**src/rtl/eth_pkg.sv**
```systemverilog
// Shared constants and types for the Ethernet TX/RX datapath blocks.
package eth_pkg;

    localparam int W         = 74;
    localparam int TLAST_BIT = 1;

    typedef enum logic [1:0] {
        IDLE = 2'b00,
        XFER = 2'b01
    } arb_state_e;

endpackage

```
**src/rtl/eth_rr_pick.sv**
```systemverilog
// Rotating priority search: first asserted req at or above ptr, wrapping modulo NUM_CH.
// Purely combinational so the TX arbiter and RX distributor can share it.
module eth_rr_pick #(
    parameter  int NUM_CH = 4,
    localparam int IDX_W  = (NUM_CH > 1) ? $clog2(NUM_CH) : 1
) (
    input  logic [NUM_CH-1:0] req,
    input  logic [IDX_W-1:0]  ptr,
    output logic [IDX_W-1:0]  gnt_idx,
    output logic              gnt_vld
);

    logic [31:0] c;

    // Walk offsets from farthest to nearest so the nearest request is written last and wins.
    always_comb begin
        gnt_vld = 1'b0;
        gnt_idx = '0;
        c       = '0;
        for (int i = NUM_CH - 1; i >= 0; i--) begin
            c = (32'(ptr) + 32'(i)) % 32'(NUM_CH);
            if (req[c[IDX_W-1:0]]) begin
                gnt_vld = 1'b1;
                gnt_idx = c[IDX_W-1:0];
            end
        end
    end

endmodule

```
**src/rtl/eth_txarb_rr.sv**
```systemverilog
// Frame-level round-robin merge of NUM_CH FWFT TX FIFOs into one downstream TX FIFO.
// A granted channel keeps the output until its tlast beat has been forwarded.
module eth_txarb_rr #(
    parameter  int NUM_CH    = 4,
    parameter  int W         = eth_pkg::W,
    parameter  int TLAST_BIT = eth_pkg::TLAST_BIT,
    parameter  int CNT_W     = 32,
    localparam int CH_W      = (NUM_CH > 1) ? $clog2(NUM_CH) : 1
) (
    input  logic                            clk,
    input  logic                            rst_n,
    input  logic [NUM_CH-1:0][W-1:0]        fifo_dout,
    input  logic [NUM_CH-1:0]               fifo_empty,
    output logic [NUM_CH-1:0]               fifo_rd_en,
    output logic [W-1:0]                    din,
    input  logic                            full,
    output logic                            wr_en,
    output logic                            busy,
    output logic [CH_W-1:0]                 cur_ch,
    output logic [NUM_CH-1:0][CNT_W-1:0]    frame_cnt
);

    import eth_pkg::*;

    arb_state_e                   state_q,  state_d;
    logic [CH_W-1:0]              rr_ptr_q, rr_ptr_d;
    logic [CH_W-1:0]              cur_ch_q, cur_ch_d;
    logic [W-1:0]                 din_q,    din_d;
    logic                         wr_en_q,  wr_en_d;
    logic [NUM_CH-1:0][CNT_W-1:0] cnt_q,    cnt_d;

    logic [NUM_CH-1:0]            req;
    logic [CH_W-1:0]              pick_idx;
    logic                         pick_vld;
    logic [W-1:0]                 head;
    logic                         pop;

    assign req = ~fifo_empty;

    eth_rr_pick #(.NUM_CH(NUM_CH)) u_pick (
        .req     (req),
        .ptr     (rr_ptr_q),
        .gnt_idx (pick_idx),
        .gnt_vld (pick_vld)
    );

    always_comb begin
        state_d    = state_q;
        rr_ptr_d   = rr_ptr_q;
        cur_ch_d   = cur_ch_q;
        din_d      = din_q;
        wr_en_d    = 1'b0;
        cnt_d      = cnt_q;
        fifo_rd_en = '0;
        head       = fifo_dout[cur_ch_q];
        pop        = 1'b0;

        case (state_q)
            IDLE: begin
                if (!full && pick_vld) begin
                    state_d  = XFER;
                    cur_ch_d = pick_idx;
                end
            end
            XFER: begin
                // full carries one entry of headroom, so the write trailing this pop always fits.
                pop                  = !fifo_empty[cur_ch_q] && !full;
                fifo_rd_en[cur_ch_q] = pop;
                if (pop) begin
                    din_d   = head;
                    wr_en_d = 1'b1;
                    if (head[TLAST_BIT]) begin
                        state_d         = IDLE;
                        rr_ptr_d        = (cur_ch_q == CH_W'(NUM_CH - 1)) ? '0 : cur_ch_q + CH_W'(1);
                        cnt_d[cur_ch_q] = cnt_q[cur_ch_q] + CNT_W'(1);
                    end
                end
            end
            default: state_d = IDLE;
        endcase
    end

    always_ff @(posedge clk) begin
        if (!rst_n) begin
            state_q  <= IDLE;
            rr_ptr_q <= '0;
            cur_ch_q <= '0;
            din_q    <= '0;
            wr_en_q  <= 1'b0;
            cnt_q    <= '0;
        end else begin
            state_q  <= state_d;
            rr_ptr_q <= rr_ptr_d;
            cur_ch_q <= cur_ch_d;
            din_q    <= din_d;
            wr_en_q  <= wr_en_d;
            cnt_q    <= cnt_d;
        end
    end

    assign din       = din_q;
    assign wr_en     = wr_en_q;
    assign busy      = (state_q == XFER);
    assign cur_ch    = cur_ch_q;
    assign frame_cnt = cnt_q;

endmodule

```
**config.mk**
```make
export PLATFORM = sky130hd
export DESIGN_NAME = eth_txarb_rr
export DESIGN_NICKNAME = d
export VERILOG_FILES = /design/src/rtl/eth_pkg.sv /design/src/rtl/eth_rr_pick.sv /design/src/rtl/eth_txarb_rr.sv
export SDC_FILE = /design/constraint.sdc
export NUM_CORES = 1
export LEC_CHECK = 0
export ABC_AREA = 1
export CORE_AREA = 3 3 197 199
export DETAILED_ROUTE_END_ITERATION = 8
export DIE_AREA = 0 0 200 202
export PLACE_DENSITY = 0.64
export SKIP_LAST_GASP = 1
export SYNTH_ARGS = -nofsm -noshare
export SYNTH_HDL_FRONTEND = slang
export SYNTH_SLANG_ARGS = --single-unit
```
**constraint.sdc**
```tcl
create_clock -name clk -period 2.43 [get_ports clk]
set_clock_uncertainty 0.2 [all_clocks]
set_input_delay 0.243 -clock clk [delete_from_list [all_inputs] [get_ports clk]]
set_output_delay 0.243 -clock clk [all_outputs]
set_load 0.01 [all_outputs]
```
Word level (Yosys, flattened, before mapping):

Cells that the tools add are included.

* bits in registers: 209
* bits in latches: 0
* memory bits (writable): 0
* ROM bits: 0
* bits of input ports: 303
* word-level logic and storage cells: 72
* memories kept: 0

* add/sub/neg operators: 5
* $mul: 0
* div/mod/pow operators: 0
* magnitude comparators: 6
* equal/unequal tests: 5
* shift operators: 0
* muxes and demuxes: 34
* bitwise gates (word level): 2
* reduce and logical (&&, ||, !) cells: 11

Operators with widths (number)
* 74-bit binary-select mux with 2-bit select: 1
* 128-bit bitwise mux: 1
* 74-bit two-way mux: 1
* 32-bit binary-select mux with 2-bit select: 1
* 32-bit demux with 2-bit select: 1
* 32-bit two-way mux: 2
* 32-bit by 1-bit adder with 32-bit output (second input constant): 1
* 2-bit two-way mux: 8
* 2-bit by 3-bit < comparator with 1-bit output (second input constant): 5
* 1-bit two-way mux: 11
* 1-bit binary-select mux with 2-bit select: 5
* 2-bit AND reduction: 3
* 3-bit AND reduction: 2
* 2-bit by 1-bit adder with 2-bit output (second input constant): 2
* 2-bit adder (second input constant): 2
* 4-bit AND: 1
* 4-bit two-way mux: 1
* 2-bit by 1-bit != test with 1-bit output (second input constant): 2
* 4-bit NOT: 1
* 2-bit one-hot mux with 2 select lines: 1
* 1-bit logical AND: 3
* 1-bit demux with 2-bit select: 1
* 2-bit by 1-bit equality test with 1-bit output (second input constant): 1
* 2-bit equality test (second input constant): 1
* other kinds (4): 5

Longest topological paths before layout:

Gate-level depths: netlist (run 1).

* word-level depth: 10
* mapped depth: 17
* mapped depth without buffers: 15

Cells and area by module:

Synthesis (run 1) repeated with hierarchy kept, for this count alone.

* cells, all modules: 2065
* area, all modules: 12346.8 um2

Modules (own cells, without submodules)
* eth_txarb_rr: times used 1, cells an instance 2021, area each 12131.6 um2, sequential area each 4164.0 um2
* eth_rr_pick: times used 1, cells an instance 44, area each 215.2 um2, sequential area each 0.0 um2

Worst setup path before layout (run 1):

No wires, ideal clock.

* path kind: reg2reg
* start: register cur_ch_q[0] (netlist: cur_ch[0])
* end: register cnt_q, in the netlist frame_cnt[77]
* library setup time: 0.109 ns
* arrival: 2.057 ns
* setup slack: 0.064 ns
* stages on the path, launching flop included: 15
* period minus slack after synthesis: 2.366 ns
* cell sequence: dfxtp_1 > inv_2 > buf_6 > buf_6 > buf_6 > buf_2 > buf_2 > ha_1 > nand2_4 > inv_2 > buf_4 > nor2_1 > nor2_1 > nand2_1 > inv_1

* longest elaborated chain between the ends: 5
* elaborated cells on any way between the ends: 16
* those cells by class: add/sub: 1; order compare: 2; mux: 9; reduce/logical: 4

Ends and longest elaborated chain
* start, declared: line eth_txarb_rr.sv:27 `logic [CH_W-1:0] cur_ch_q, cur_ch_d;`
* start signal, assigned: line eth_txarb_rr.sv:94 `cur_ch_q <= cur_ch_d;`
* branches (longest 5 deep; another with 32-bit by 1-bit adder with 32-bit output)
* end signal, assigned: line eth_txarb_rr.sv:97 `cnt_q <= cnt_d;`
* end, declared: line eth_txarb_rr.sv:30 `logic [NUM_CH-1:0][CNT_W-1:0] cnt_q, cnt_d;`

Several ways; the timed one is not identified. The select of a mux whose other input is x is not followed.
A chain may end at the register's enable or synchronous reset.

Worst setup path after layout (run 1):

* start: register cur_ch_q[0] (netlist: cur_ch[0])
* end: register cnt_q, in the netlist frame_cnt[106]

Same word-level chain as after synthesis.

==> flow_summary.yaml, run 1 <==
die:
  die_area_sq_um: 40400
  die_w_um: 200
  io_pins: 513
  fp-row-count: 71
  coreArea_sq_um: 37400
  start_util_pct: 33.32
  dieHeight_um: 202
pwr:
  peakVddDrop_mv: 0.5369
  switchingPower_mw: 3.152
  p_per_area_nw_per_um2: 488.4
  power_frac_comb_pct: 26.8
  p_seq_share_pct: 34.8
  leakage_nw: 8.829
  power.internal_mw: 7.225
  pwr-share-clk_pct: 38.4
  p_sw_share_pct: 30.37
place:
  dp_hpwl_mm: 45.93
  routabilityCongestion: 1.023
  placed_cell_area_sq_um: 18590
  portBuffers: 512
  place_inst: 3045
drt:
  initialDrtViolationCount: 1693
  avgViaCountPerCell: 5.186
  num_vias: 16430
  wire_per_inst_um: 21.41
  drc: 0
  wirelength_mm: 67.83
  dr.pass1.iters: 6
  drtAntennaViolNets: 0
setup_path:
  startpoint_type: "register"
  worstSetupPathType: "reg2reg"
  cp.required_ns: 2.74
  crit_arrival_ns: 2.86
  endpoint_kind: "register"
  crit_fanout: 8
sta:
  rsz0062_at_grt: "yes"
  period_share_pct: 104.8
  slew-limit-headroom_pct: 58.22
  tightest_slew_ns: 0.6267
  hold_violations: 0
  final.setup.worst_slack_ns: -0.1166
  clock.fmax_mhz: 392.7
  setup_violations: 31
  period_needed_ns: 2.547
  report.final.slew_viol_count: 0
  fin_tns_setup_ns: -1.271
finish:
  fin_cells: 3168
  syn_to_final_growth_pct: 70.49
  nNetsFinal: 2932
  postLayoutCellArea_sq_um: 21250
  layout-drive-gt1-share_pct: 14.45
flow_run:
  cap_viol_max_count: 0
clock_network:
  insertion_delay_ns: 0.57
  cts_tree: "yes"
  cts_buffer_depth: 3
  cts.sinks: 208
  root_buffer: "clkbuf_16"
  htree_levels: 1
  clk_transition_reported_paths_ns: 0.06
  numCtsBuffers: 26
global_route:
  antenna_found_initial: 18
  grt_use_total_pct: 28.84
  grt_max_degree: 94
  grt.overflow.total: 0
  grt_pass1_vias: 14750
  grt_pass1_wl_mm: 90.09
logic_synthesis:
  yosysWarnings: 0
  netlist_instances: 2056
  yosysSeqAreaShare_pct: 33.41
  ys_ff_latch: 208
  ys_types: 35
  netlist_area_sq_um: 12460
  synth_area_per_cell_sq_um: 6.061
  syn_nets: 2364
hold_path:
  hold_class: "reg2reg"
run_status:
  failed_checks: "negative setup slack"
  outcome: "complete, but fails checks"
## worst paths after layout
kind                                             start                     endpoint  slack (ns)  depth (start not counted)
worst max-delay path            cur_ch[0]$_SDFFE_PN0P_  frame_cnt[106]$_SDFFE_PN0P_       -0.12                         14
worst min register to register    din[20]$_SDFFE_PN0P_         din[20]$_SDFFE_PN0P_        0.24                          2
worst max register to register  cur_ch[0]$_SDFFE_PN0P_  frame_cnt[106]$_SDFFE_PN0P_       -0.12                         14
worst min-delay path              din[20]$_SDFFE_PN0P_         din[20]$_SDFFE_PN0P_        0.24                          2
## power groups by stage
| stage | registers [mW] | logic [mW] | clock network [mW] |
|---|---|---|---|
| after CTS | 3.61 | 2.48 | 4.05 |
| after global placement | 3.68 | 2.37 | 0 |
| final | 3.61 | 2.78 | 3.98 |
| after floorplan | 3.71 | 1.11 | 0 |
| after detailed placement | 3.68 | 2.38 | 0 |
| after global routing | 3.62 | 2.99 | 4.16 |
## Yosys cell counts (all sizes together)
master | count | area (sq um)
nand2 | 460 | 1759
nor2 | 347 | 1374
o21ai | 313 | 1567
inv | 218 | 818.3
dfxtp | 208 | 4164
a21oi | 152 | 760.7
nand3 | 116 | 590.6
clkbuf | 82 | 307.8
o22ai | 73 | 456.7
buf | 56 | 364.1
xor2 | 13 | 128.9
ha | 5 | 62.56
nand4 | 3 | 33.78
nand3b | 2 | 15.01
o211ai | 2 | 20.02
a32oi | 1 | 8.760
and2 | 1 | 6.260
clkinv | 1 | 5.000
nor3 | 1 | 5.000
or2 | 1 | 6.260
xnor2 | 1 | 8.760
## flip-flops by register name, indices dropped and copies added, names as in the netlist
name,flops
wr_en,1
state_q,1
frame_cnt,128
din,74
rr_ptr_q,2
cur_ch,2
## metal layers
metal  vias up  GRT usage (%)  part of all wire (%)
met5         -              0                  0.11
met4         8          11.69                   5.9
met2       845          47.71                    46
li1       7781              -                     -
met3       219          6.584                   9.6
met1      7577          36.16                    38
## kinds of logic (layout without fill, tap and decap cells)
group	after synthesis	after routing	share of synthesized area, %
other cells	0	14	0
compound gates	541	541	22.57
buf+inv	357	944	12.00
simple gates	931	931	30.41
fa+ha+maj	5	5	0.5020
flops	208	208	33.41
xor+xnor	14	14	1.104
## area by class of cell
cell class / count / area (sq um)
Fill cell: 3441 / 16150
Multi-Input combinational cell: 1491 / 7468
Clock buffer: 38 / 785.8
Tap cell: 511 / 639.4
Sequential cell: 208 / 4172
Inverter: 219 / 887.1
Timing Repair Buffer: 678 / 7177
Clock inverter: 9 / 82.58
Antenna cell: 14 / 35.03
## worst max-delay path, stage by stage, from the launching register on
cell	delay (ns)
dfxtp_4	0.45
buf_12	0.17
nand2_1	0.09
nand2_1	0.10
nand2_1	0.07
nand2_2	0.08
ha_4	0.15
nand3_4	0.08
nor2_4	0.18
nand2_4	0.11
nor2_4	0.26
buf_12	0.15
xor2_4	0.22
o21ai_1	0.10
inv_1	0.07
## stage by stage
| step | utilization, % | power, mW | hold WS, ns | worst slack (ns) |
|---|---|---|---|---|
| after global routing | 56.80 | 10.77 | 0.2609 | -0.2209 |
| after detailed placement | 49.69 | 6.058 | 0.2353 | -0.1277 |
| after floorplan | - | 4.820 | 0.2677 | 0.06405 |
| after global placement | 49.69 | 6.045 | 0.2312 | -0.07716 |
| after CTS | 52.62 | 10.14 | 0.2440 | -0.2133 |
| final | 56.81 | 10.38 | 0.2432 | -0.1166 |
## what timing repair did
item / 4_1_cts / 5_1_grt
setup endpoints to repair: 17 / 135
hold buffers: 1 / 0
gates cloned: 3 / 22
endpoints found under the hold margin: 25 / 0
pin swaps: 1 / 61
gates resized for setup: 21 / 213
buffers inserted: 5 / 32
## cells in the final DEF, fill, tap and decap left out, types with 22 or more instances in the layout
master             n
buf_4            101
clkdlybuf4s50_1  507
dfxtp_1          206
nand2_1          384
nor2_1           306
o22ai_1           73
o21ai_1           43
nor2_4            22
clkbuf_16         44
nand3_1           94
nand2_2           61
buf_12            27
inv_1            211
o21ai_0          270
a21oi_1          141
Power figures use the tool's default switching activity.
==> run 2, diff against run 1 <==
--- a/config.mk
+++ b/config.mk
@@ -7,6 +7,7 @@
 export LEC_CHECK = 0
 export ABC_AREA = 1
 export CORE_AREA = 3 3 197 199
+export CTS_CLUSTER_SIZE = 30
 export DETAILED_ROUTE_END_ITERATION = 8
 export DIE_AREA = 0 0 200 202
 export PLACE_DENSITY = 0.64
==> results of run 2 <==
Same layout as run 1: the final DEF is identical, and so are final timing and power.
